==> src/rtl/sprite_dma_responder.sv <==
`timescale 1ns/1ps
// sprite_dma_responder
//   Shares one single-port work RAM (2^AW x DW, synchronous read) between
//   Z80 CPU bus cycles and the video block's sprite-list DMA fetch.
//   Arbitrates one slot at a time and stalls the other side with a wait.
//
// Ports
//   clk_sys, reset_n          : clock (rising edge), async active-low reset
//   dma_en, dma_addr          : DMA request (held for the transfer) and address
//   dma_wait, dma_data        : high while dma_data is not valid for dma_addr
//   cpu_cs, cpu_rd, cpu_wr    : CPU select and strobes (held until cpu_wait low)
//   cpu_addr, cpu_din         : CPU address / write data
//   cpu_dout, cpu_wait        : registered CPU read data, CPU stall
//   ram_addr, ram_din, ram_we : registered RAM controls
//   ram_dout                  : RAM read data, valid one clock after ram_addr
module sprite_dma_responder #(
  parameter int unsigned AW = 13,
  parameter int unsigned DW = 8
) (
  input  logic          clk_sys,
  input  logic          reset_n,
  input  logic          dma_en,
  input  logic [AW-1:0] dma_addr,
  output logic          dma_wait,
  output logic [DW-1:0] dma_data,
  input  logic          cpu_cs,
  input  logic          cpu_rd,
  input  logic          cpu_wr,
  input  logic [AW-1:0] cpu_addr,
  input  logic [DW-1:0] cpu_din,
  output logic [DW-1:0] cpu_dout,
  output logic          cpu_wait,
  output logic [AW-1:0] ram_addr,
  output logic [DW-1:0] ram_din,
  output logic          ram_we,
  input  logic [DW-1:0] ram_dout
);

  typedef enum logic [1:0] {
    ST_IDLE,
    ST_RD_LAT,
    ST_RD_CAP
  } state_t;

  state_t        r_state;
  state_t        w_state_nxt;

  logic          r_owner;     // owner of the read in flight: 0=CPU, 1=DMA
  logic          r_last;      // last grant: 0=CPU, 1=DMA
  logic          r_dvalid;
  logic [AW-1:0] r_daddr;
  logic          r_cdone;
  logic [AW-1:0] r_caddr;     // address of the CPU access that completed
  logic [AW-1:0] r_ram_addr;
  logic [DW-1:0] r_ram_din;
  logic          r_ram_we;
  logic [DW-1:0] r_dma_data;
  logic [DW-1:0] r_cpu_dout;

  logic          w_cpu_strobe;
  logic          w_creq;
  logic          w_dhit;
  logic          w_dreq;
  logic          w_cdone_drop;
  logic          w_grant;
  logic          w_grant_dma;
  logic          w_grant_wr;
  logic          w_cap_cpu;
  logic          w_cap_dma;

  assign w_cpu_strobe = cpu_rd | cpu_wr;
  assign w_creq       = cpu_cs & w_cpu_strobe & ~r_cdone;
  assign w_dhit       = r_dvalid & (r_daddr == dma_addr);
  assign w_dreq       = dma_en & ~w_dhit;

  // A finished CPU access is forgotten once the bus cycle ends or the CPU
  // moves to a different address without releasing its strobe.
  assign w_cdone_drop = r_cdone & (~cpu_cs | ~w_cpu_strobe | (cpu_addr != r_caddr));

  // ram_addr is held for the whole read, so it doubles as the issued address.
  assign w_cap_cpu = (r_state == ST_RD_CAP) & ~r_owner;
  assign w_cap_dma = (r_state == ST_RD_CAP) &  r_owner;

  assign cpu_wait = w_creq;
  assign dma_wait = w_dreq;
  assign ram_addr = r_ram_addr;
  assign ram_din  = r_ram_din;
  assign ram_we   = r_ram_we;
  assign dma_data = r_dma_data;
  assign cpu_dout = r_cpu_dout;

  always_ff @(posedge clk_sys or negedge reset_n) begin
    if (!reset_n) begin
      r_state <= ST_IDLE;
    end else begin
      r_state <= w_state_nxt;
    end
  end

  always_comb begin
    w_state_nxt = r_state;
    w_grant     = 1'b0;
    w_grant_dma = 1'b0;
    w_grant_wr  = 1'b0;
    case (r_state)
      ST_IDLE: begin
        if (w_creq | w_dreq) begin
          w_grant = 1'b1;
          // With both requesting, the side that did not win last time wins.
          w_grant_dma = (w_creq & w_dreq) ? ~r_last : w_dreq;
          w_grant_wr  = ~w_grant_dma & cpu_wr;
          if (!w_grant_wr) begin
            w_state_nxt = ST_RD_LAT;
          end
        end
      end
      ST_RD_LAT: w_state_nxt = ST_RD_CAP;
      ST_RD_CAP: w_state_nxt = ST_IDLE;
      default:   w_state_nxt = ST_IDLE;
    endcase
  end

  // RAM command registers; ram_we is a single-cycle pulse per write grant.
  always_ff @(posedge clk_sys or negedge reset_n) begin
    if (!reset_n) begin
      r_ram_addr <= '0;
      r_ram_din  <= '0;
      r_ram_we   <= 1'b0;
      r_owner    <= 1'b0;
      r_last     <= 1'b0;
    end else begin
      r_ram_we <= 1'b0;
      if (w_grant) begin
        r_last     <= w_grant_dma;
        r_owner    <= w_grant_dma;
        r_ram_addr <= w_grant_dma ? dma_addr : cpu_addr;
        if (w_grant_wr) begin
          r_ram_din <= cpu_din;
          r_ram_we  <= 1'b1;
        end
      end
    end
  end

  // CPU completion tracking and read capture.
  always_ff @(posedge clk_sys or negedge reset_n) begin
    if (!reset_n) begin
      r_cdone    <= 1'b0;
      r_caddr    <= '0;
      r_cpu_dout <= '0;
    end else begin
      if (w_cap_cpu) begin
        r_cpu_dout <= ram_dout;
      end
      if (w_cdone_drop) begin
        r_cdone <= 1'b0;
      end else if (w_grant_wr) begin
        r_cdone <= 1'b1;
        r_caddr <= cpu_addr;
      end else if (w_cap_cpu) begin
        // Only complete if the CPU is still asking for the address fetched;
        // otherwise the request stays up and is fetched again.
        r_cdone <= cpu_cs & w_cpu_strobe & (cpu_addr == r_ram_addr);
        r_caddr <= r_ram_addr;
      end
    end
  end

  // DMA data latch and its address tag.
  always_ff @(posedge clk_sys or negedge reset_n) begin
    if (!reset_n) begin
      r_dvalid   <= 1'b0;
      r_daddr    <= '0;
      r_dma_data <= '0;
    end else begin
      if (!dma_en) begin
        r_dvalid <= 1'b0;
      end else if (w_grant_wr && w_dhit_wr(r_dvalid, r_daddr, cpu_addr)) begin
        r_dvalid <= 1'b0;
      end else if (w_cap_dma) begin
        r_dvalid   <= 1'b1;
        r_daddr    <= r_ram_addr;
        r_dma_data <= ram_dout;
      end
    end
  end

  // A CPU write to the latched DMA address makes the latch stale.
  function automatic logic w_dhit_wr(input logic valid, input logic [AW-1:0] tag,
                                     input logic [AW-1:0] waddr);
    return valid & (tag == waddr);
  endfunction

endmodule

==> config.mk <==
export PLATFORM = sky130hd
export DESIGN_NAME = sprite_dma_responder
export DESIGN_NICKNAME = d
export VERILOG_FILES = /design/src/rtl/sprite_dma_responder.sv
export SDC_FILE = /design/constraint.sdc
export NUM_CORES = 1
export LEC_CHECK = 0
export ABC_AREA = 0
export ABC_CLOCK_PERIOD_IN_PS = 5900
export CORE_MARGIN = 2
export CORE_UTILIZATION = 53
export CTS_CLUSTER_DIAMETER = 200
export DETAILED_ROUTE_END_ITERATION = 8
export PLACE_DENSITY = 0.85
export SYNTH_ARGS = -nofsm -noshare
export SYNTH_HDL_FRONTEND = slang
export SYNTH_SLANG_ARGS = --single-unit
==> constraint.sdc <==
create_clock -name clk_sys -period 5.9 [get_ports clk_sys]
set_clock_uncertainty 0.15 [all_clocks]
set_input_delay 1.18 -clock clk_sys [delete_from_list [all_inputs] [get_ports clk_sys]]
set_output_delay 1.18 -clock clk_sys [all_outputs]
set_load 0.01 [all_outputs]
# Word level (Yosys, flattened, before mapping)
# Cells that the tools add are included.
# Widths: inputs -> output; s select.
[word_totals]
output_inout_bits = 40
wordCells = 72
ff_bits = 69
[classes]
reduce_logical = 8
n_mux = 21
n_eq_ne = 9
bitwise = 23
[ops]
columns = ["cell", "n"]
rows = [
  ["$eq 13x13->1", 3],
  ["$mux 13", 3],
  ["$mux 1", 15],
  ["$ne 13x13->1", 1],
  ["$and 1x1->1", 11],
  ["$not 1->1", 8],
  ["$reduce_and 2->1", 3],
  ["$mux 2", 2],
  ["$ne 2x2->1 const B", 2],
  ["$or 1x1->1", 4],
  ["$pmux 2 s2", 1],
  ["$ne 3x1->1 const B", 1],
  ["$reduce_and 3->1", 1],
  ["$reduce_bool 3->1", 1],
  ["$eq 2x1->1 const B", 1],
  ["$eq 2x2->1 const B", 1],
  ["$logic_not 2->1", 1],
  ["$reduce_bool 2->1", 1],
  ["$logic_and 1x1->1", 1],
]

# Depth between registers and ports, before layout
# Gate-level depths: netlist of the first run.
[logic_depth]
ltp_word = 13
mapped_depth = 8
mapped_depth_nobuf = 6

# Least setup slack after synthesis of the first run
# No wires, ideal clock.
[synth_timing]
kind = "input port to output port"
start = "input dma_addr[11]"
end = "output dma_wait"
slack_ns = 2.609
cell_stages = 3
arrival_time_ns = 1.961
cell_sequence = "xnor2_1 -> nand4_1 -> o41a_4"
[synth_between]
elab_chain_cells = 4
[synth_lines]
columns = ["item", "line_no", "rtl"]
rows = [
  ["start: declaration", "23", "input logic [AW-1:0] dma_addr,"],
  ["$eq 13x13->1", "73", "assign w_dhit = r_dvalid & (r_daddr == dma_addr);"],
  ["$and 1x1->1", "73", ""],
  ["$not 1->1", "74", "assign w_dreq = dma_en & ~w_dhit;"],
  ["$and 1x1->1", "74", ""],
  ["end: declaration", "24", "output logic dma_wait,"],
]
# No other way between the ends.

# Final worst setup path of the first run
[layout_timing]
start = "input dma_addr[9]"
end = "output dma_wait"
# The elaborated chain is that of the path after synthesis.

==> results of run 1 <==
[layout make-up]
class,instances,area [um2]
Inverter,17,63.8
Tap cell,77,96.3
Clock inverter,5,106
Timing Repair Buffer,88,873
Fill cell,457,1780
Clock buffer,11,151
Sequential cell,69,1730
Multi-Input combinational cell,200,1620
[cell families after synthesis]
group / Yosys count / synth area share, %
flops: 69 / 48.7
mux: 29 / 9.21
xor+xnor: 52 / 12.8
simple gates: 69 / 10.8
buf+inv: 40 / 5.57
compound gates: 50 / 12.9
[sequential cells by signal, summed over array words and instances, names as in the netlist]
name	cells
r_last	1
cpu_dout	8
r_dvalid	1
ram_we	1
ram_addr	13
r_cdone	1
ram_din	8
dma_data	8
r_caddr	13
r_state	2
r_daddr	13
[layout by cell type, fill, tap and decap left out, types with 6 or more instances in the layout]
cell type	count
clkdlybuf4s50_1	86
dfrtp_1	69
xnor2_1	32
nand2_1	27
mux2_2	25
xor2_1	20
inv_1	17
a22oi_1	14
or2b_2	12
clkbuf_8	11
o221a_1	10
o21ai_2	10
nand4_1	7
nor2_1	6
[per-layer routing]
metal / track usage [%] / up-vias / wire length (um)
li1: - / 1215 / -
met1: 33.8 / 1284 / 3660
met2: 38.7 / 85 / 4230
met3: 4.72 / 15 / 443
met4: 10.7 / 0 / 189
met5: 0 / - / 0
[worst max-delay path by stage]
| stage | start | end | slack, ps | depth (start not counted) |
|---|---|---|---|---|
| finish | dma_addr[9] | dma_wait | 1540 | 5 |
| global route | dma_addr[12] | dma_wait | 1460 | 5 |
| CTS | dma_addr[12] | dma_wait | 1530 | 5 |
| detailed placement | dma_addr[12] | dma_wait | 1530 | 5 |
| global placement | dma_addr[12] | dma_wait | 1540 | 5 |
| floorplan | dma_addr[11] | dma_wait | 2610 | 3 |
[power by group]
| part | internal (mW) | switching (mW) |
|---|---|---|
| clock | 0.304 | 0.183 |
| combinational | 0.607 | 0.458 |
| sequential | 0.709 | 0.225 |
| total | 1.62 | 0.866 |
[critical path: cells and delay by family]
family	cells	cell delay, ps
AO/OA/AOI/OAI	1	530
XOR/XNOR	1	220
buffers and inverters	2	970
AND/OR/NAND/NOR	1	130
[through the flow]
step,power (mW),cell area (um2),instances
after floorplan,1.56,3550,309
after global placement,1.97,4380,451
after detailed placement,2.00,4380,451
after CTS,2.50,4640,467
after global routing,2.64,4640,467
final,2.49,4640,467
==> summary.md, run 1 <==
| Metric | Value |
|---|---|
| Outcome | `finished clean` |
| Remaining Overflow, GRT | `0` |
| Clk buf depth | `2` |
| CP Class | `in -> out` |
| Post-synth top area share | `48.7%` |
| Overall die width | `85.8 um` |
| Worst-Margin Slew | `983 ps` |
| Final worst-path cycle share | `73.9%` |
| Cell with the most instances after synthesis | `dfrtp_1` |
| Final setup TNS | `0 ps` |
| Worst-path clk slew | `70 ps` |
| DIE AREA | `7360 um2` |
| Hold EP | `cpu_dout[1]` |
| Number of antenna violations at the first check in global routing | `0` |
| GRT Resource Usage Total | `24.7%` |
| Clock Latency Late Sink | `360 ps` |
| Cts bufs inserted | `9` |
| Pre-CTS WS | `1530 ps` |
| Post-CTS resize count | `0` |
| Nets | `433` |
| TritonCTS clock tree | `built` |
| Hold buffer count at CTS | `0` |
| Max Transition Viols Final | `0` |
| Pwr dens | `536 nW/um2` |
| Routed vias | `2599` |
| Hold depth | `2` |
| Die Ht | `85.8 um` |
| Worst r2r path cells | `6` |
| Final hold viol count | `0` |
| Routability cong. | `0.814` |
| Slowest stage delay, CP | `530 ps` |
| IO Count | `88` |
| CTS Root Cell | `clkbuf_8` |
| First-pass DRT Iterations | `4` |
| RSZ-0062 raised after global routing | `false` |
| Vias in the first global route | `2736` |
| Max cap viols | `0` |
| Max-slew headroom | `34.3%` |
| Reg2reg end | `r_caddr[1]` |
| Cell mode on critical path | `clkdlybuf4s50_1` |
| Max Fanout on Critical Path | `5` |
| Clock Sinks | `69` |
| R2R Path Start | `r_daddr[12]` |
| Min-delay src | `cpu_dout[1]` |
| Post-synth EDFFs | `0` |
| Worst EP required | `4570 ps` |
| Critical path launch point type | `input port` |
| Post-Syn Area | `3550 um2` |
| Register area share after synthesis | `48.7%` |
| Core Area | `6420 um2` |
| Post-route minimum period | `4360 ps` |
| # rows | `29` |
| Post-CTS Setup Repair Bufs | `0` |
| Mapped Cells | `309` |
| Ys Warns | `0` |
| Yosys reg bits | `69` |
| Vias per cell | `5.57` |
| Commonest cells post-synth | `69 x dfrtp_1, 32 x xnor2_1, 27 x nand2_1` |
| CP Data Arrival Time | `3030 ps` |
| Reg2reg setup slack | `3070 ps` |
| CP cell instances | `clkdlybuf4s50_1 -> xnor2_1 -> nand4_1 -> o41a_4 -> clkdlybuf4s50_1` |
| Area contributors post-synth | `dfrtp_1 49%, mux2_2 7.9%, xnor2_1 7.9%, xor2_1 4.9%, o221a_1 3.2%` |
| Cell variety after synth | `35` |
| P&R area growth vs syn | `30.8%` |
| Min-delay worst type | `reg -> reg` |
| Largest net degree at the start of global routing | `70` |
| First-pass GRT wire length | `13800 um` |
| Post-synth ARST share | `100%` |
| Leakage | `1.92 nW` |
| Final Util | `72.3%` |
| H-tree levels | `3` |
| Area leader, netlist | `dfrtp_1` |
| Starting DRT DRC Count | `144` |
| Synth Net Count | `357` |
| Per-cell routed wire length | `18.2 um` |
| Remaining DRCs | `0` |
| Syn Area/Cell | `11.5 um2` |
| Routed Antenna Nets | `0` |
| I/O Buffers | `87` |
| Hold slack final | `324 ps` |
| Share of cells above drive strength 1 | `19.0%` |
| Worst Setup Slack, final | `1540 ps` |
| Diode count | `0` |
| Achievable Freq | `230 MHz` |
| Final WL | `8520 um` |
| Slowest CP cell | `o41a_4` |
| CP Capture Type | `output port` |
| Synth Flop Type | `dfrtp_1` |
| Final setup violation count | `0` |
| Initial Util | `55.2%` |
| Max VDD drop | `328 uV` |
| HPWL after DPL | `5920 um` |
Power figures use the tool's default switching activity.
==> inputs of run 2 (changes only) <==
--- a/config.mk
+++ b/config.mk
@@ -6,12 +6,12 @@
 export NUM_CORES = 1
 export LEC_CHECK = 0
 export ABC_AREA = 0
-export ABC_CLOCK_PERIOD_IN_PS = 5900
+export ABC_CLOCK_PERIOD_IN_PS = 3800
 export CORE_MARGIN = 2
-export CORE_UTILIZATION = 53
+export CORE_UTILIZATION = 45
 export CTS_CLUSTER_DIAMETER = 200
 export DETAILED_ROUTE_END_ITERATION = 8
-export PLACE_DENSITY = 0.85
+export PLACE_DENSITY = 0.77
 export SYNTH_ARGS = -nofsm -noshare
 export SYNTH_HDL_FRONTEND = slang
 export SYNTH_SLANG_ARGS = --single-unit
==> constraint.sdc (replaced) <==
create_clock -name clk_sys -period 3.8 [get_ports clk_sys]
set_clock_uncertainty 0.15 [all_clocks]
set_input_delay 0.76 -clock clk_sys [delete_from_list [all_inputs] [get_ports clk_sys]]
set_output_delay 0.76 -clock clk_sys [all_outputs]
set_load 0.01 [all_outputs]
==> summary.md, run 2 (same netlist as run 1, synthesis figures left out) <==
| Metric | Value |
|---|---|
| Outcome | `finished clean` |
| Clock Sinks | `69` |
| TritonCTS clock tree | `built` |
| Max VDD drop | `437 uV` |
| Routed Antenna Nets | `0` |
| Core Area | `7690 um2` |
| # rows | `32` |
| Vias in the first global route | `2802` |
| Switch share | `36.0%` |
| IO Count | `88` |
| Worst EP required | `2890 ps` |
| Most frequent cells in the layout | `86 x clkdlybuf4s50_1, 69 x dfrtp_1, 32 x xnor2_1, 27 x nand2_1, 25 x mux2_2` |
| Final worst-path cycle share | `93.5%` |
| Critical path launch point type | `input port` |
| CP Class | `in -> out` |
| Starting DRT DRC Count | `146` |
| RSZ-0062 raised after global routing | `false` |
| Number of antenna violations at the first check in global routing | `0` |
| CTS Root Cell | `clkbuf_8` |
| Final setup TNS | `0 ps` |
| Top sig layer | `met4` |
| Nets | `438` |
| Area post-placement | `4450 um2` |
| Final WL | `8780 um` |
| Max Fanout on Critical Path | `5` |
| Fillers | `652` |
| Final instance area | `4630 um2` |
| Min-delay worst type | `in -> async` |
| P&R area growth vs syn | `30.5%` |
| Remaining Overflow, GRT | `0` |
| Hold buffer count at CTS | `0` |
| Max Transition Viols Final | `0` |
| Worst Setup Slack, final | `245 ps` |
| Combinational Power Share | `45.7%` |
| GRT Resource Usage Total | `21.7%` |
| Worst-Margin Slew | `597 ps` |
| Largest net degree at the start of global routing | `28` |
| Reg2reg setup slack | `1200 ps` |
| Final hold viol count | `0` |
| I/O Buffers | `87` |
| FF/Latch Area | `1730 um2` |
| Post-CTS Setup Repair Bufs | `0` |
| Commonest non-fill, non-tap cell in the layout | `clkdlybuf4s50_1` |
| Cts bufs inserted | `9` |
| DIE AREA | `8610 um2` |
| Net Sw Power | `1.32 mW` |
| CP Capture Type | `output port` |
| Overall die width | `92.8 um` |
| Pint | `2.34 mW` |
| Vias per cell | `5.33` |
| Reg power frac | `39.5%` |
| Footprint of the multi-input gates | `1620 um2` |
| First-pass GRT wire length | `14200 um` |
| Total power | `3.66 mW` |
| Routed vias | `2642` |
| Routability cong. | `0.794` |
| Clk network pwr share | `14.8%` |
| Achievable Freq | `281 MHz` |
| Post-route minimum period | `3550 ps` |
| WL met1 | `3790 um` |
| Final setup violation count | `0` |
| Routed wl met2 | `4330 um` |
| First-pass DRT Iterations | `4` |
| Worst-path clk slew | `70 ps` |
| Share of cells above drive strength 1 | `19.3%` |
| Max-slew headroom | `59.8%` |
| Pre-CTS WS | `241 ps` |
| Leakage | `1.91 nW` |
| Met3 WL post-DR | `541 um` |
| CP Data Arrival Time | `2640 ps` |
| Die Ht | `92.8 um` |
| H-tree levels | `3` |
| Clk buf depth | `2` |
| Per-cell routed wire length | `17.7 um` |
| Post-CTS resize count | `0` |
| Diode count | `0` |
| Remaining DRCs | `0` |
| Clock Latency Late Sink | `340 ps` |
| Initial Util | `46.1%` |
| HPWL after DPL | `6380 um` |
| Max cap viols | `0` |
| Pwr dens | `790 nW/um2` |
run 2: cell types whose count changed in the layout (fill, tap and decap cells not counted), sizes merged:
cell and delta:
clkinvlp -1, bufinv -3, buf +5, clkbuf +3
run 2: layer usage:
metal / track usage, % / vias to the layer above
met3: 3.99 / 10
met1: 28.6 / 1323
met2: 35.6 / 85
li1: - / 1224
met5: 0 / -
met4: 8.58 / 0
run 2: cell type report:
class                           count  share of cell area, %
Sequential cell                    69                   37.3
Multi-Input combinational cell    200                   35.1
Timing Repair Buffer               93                   19.7
Clock buffer                       14                   3.73
Tap cell                          102                   2.76
Inverter                           17                   1.38
Clock inverter                      1                  0.108
run 2: critical path, stage by stage:
cell	delay, ps
clkdlybuf4s50_1	490
xnor2_1	130
nand4_1	180
o41a_4	580
clkdlybuf4s50_1	490
run 2: path summary, 6_finish.rpt:
check,endpoint,depth (start not counted),start
hold reg to reg,r_state[0],1,r_state[0]
hold / removal,cpu_dout[4],1,reset_n
min in group clk_sys,r_state[0],1,r_state[0]
setup reg to reg,ram_din[4],6,r_daddr[7]
max in group asynchronous,ram_addr[1],2,reset_n
setup / recovery,dma_wait,5,dma_addr[7]
run 2: through the flow:
stage	instances	utilization (%)	hold WS (ps)
4_1_cts	496	60.2	200
3_3_place_gp	481	57.9	305
3_5_place_dp	481	57.9	310
5_1_grt	496	60.2	222
2_1_floorplan	309	-	287
6_report	496	60.2	203
run 2: power groups by stage:
| stage | clock [mW] | sequential (mW) | combinational (mW) |
|---|---|---|---|
| after global placement | 0 | 1.44 | 1.64 |
| after CTS | 0.553 | 1.44 | 1.70 |
| after detailed placement | 0 | 1.45 | 1.68 |
| final | 0.541 | 1.44 | 1.67 |
| after global routing | 0.578 | 1.49 | 1.82 |
| after floorplan | 0 | 1.47 | 0.950 |
==> inputs of run 3 (changes only) <==
--- a/config.mk
+++ b/config.mk
@@ -10,8 +10,10 @@
 export CORE_MARGIN = 2
 export CORE_UTILIZATION = 45
 export CTS_CLUSTER_DIAMETER = 200
+export CTS_CLUSTER_SIZE = 24
 export DETAILED_ROUTE_END_ITERATION = 8
 export PLACE_DENSITY = 0.77
 export SYNTH_ARGS = -nofsm -noshare
 export SYNTH_HDL_FRONTEND = slang
 export SYNTH_SLANG_ARGS = --single-unit
+export TNS_END_PERCENT = 20
==> results of run 3 <==
No change in the layout: final DEF, timing and power equal those of run 2.
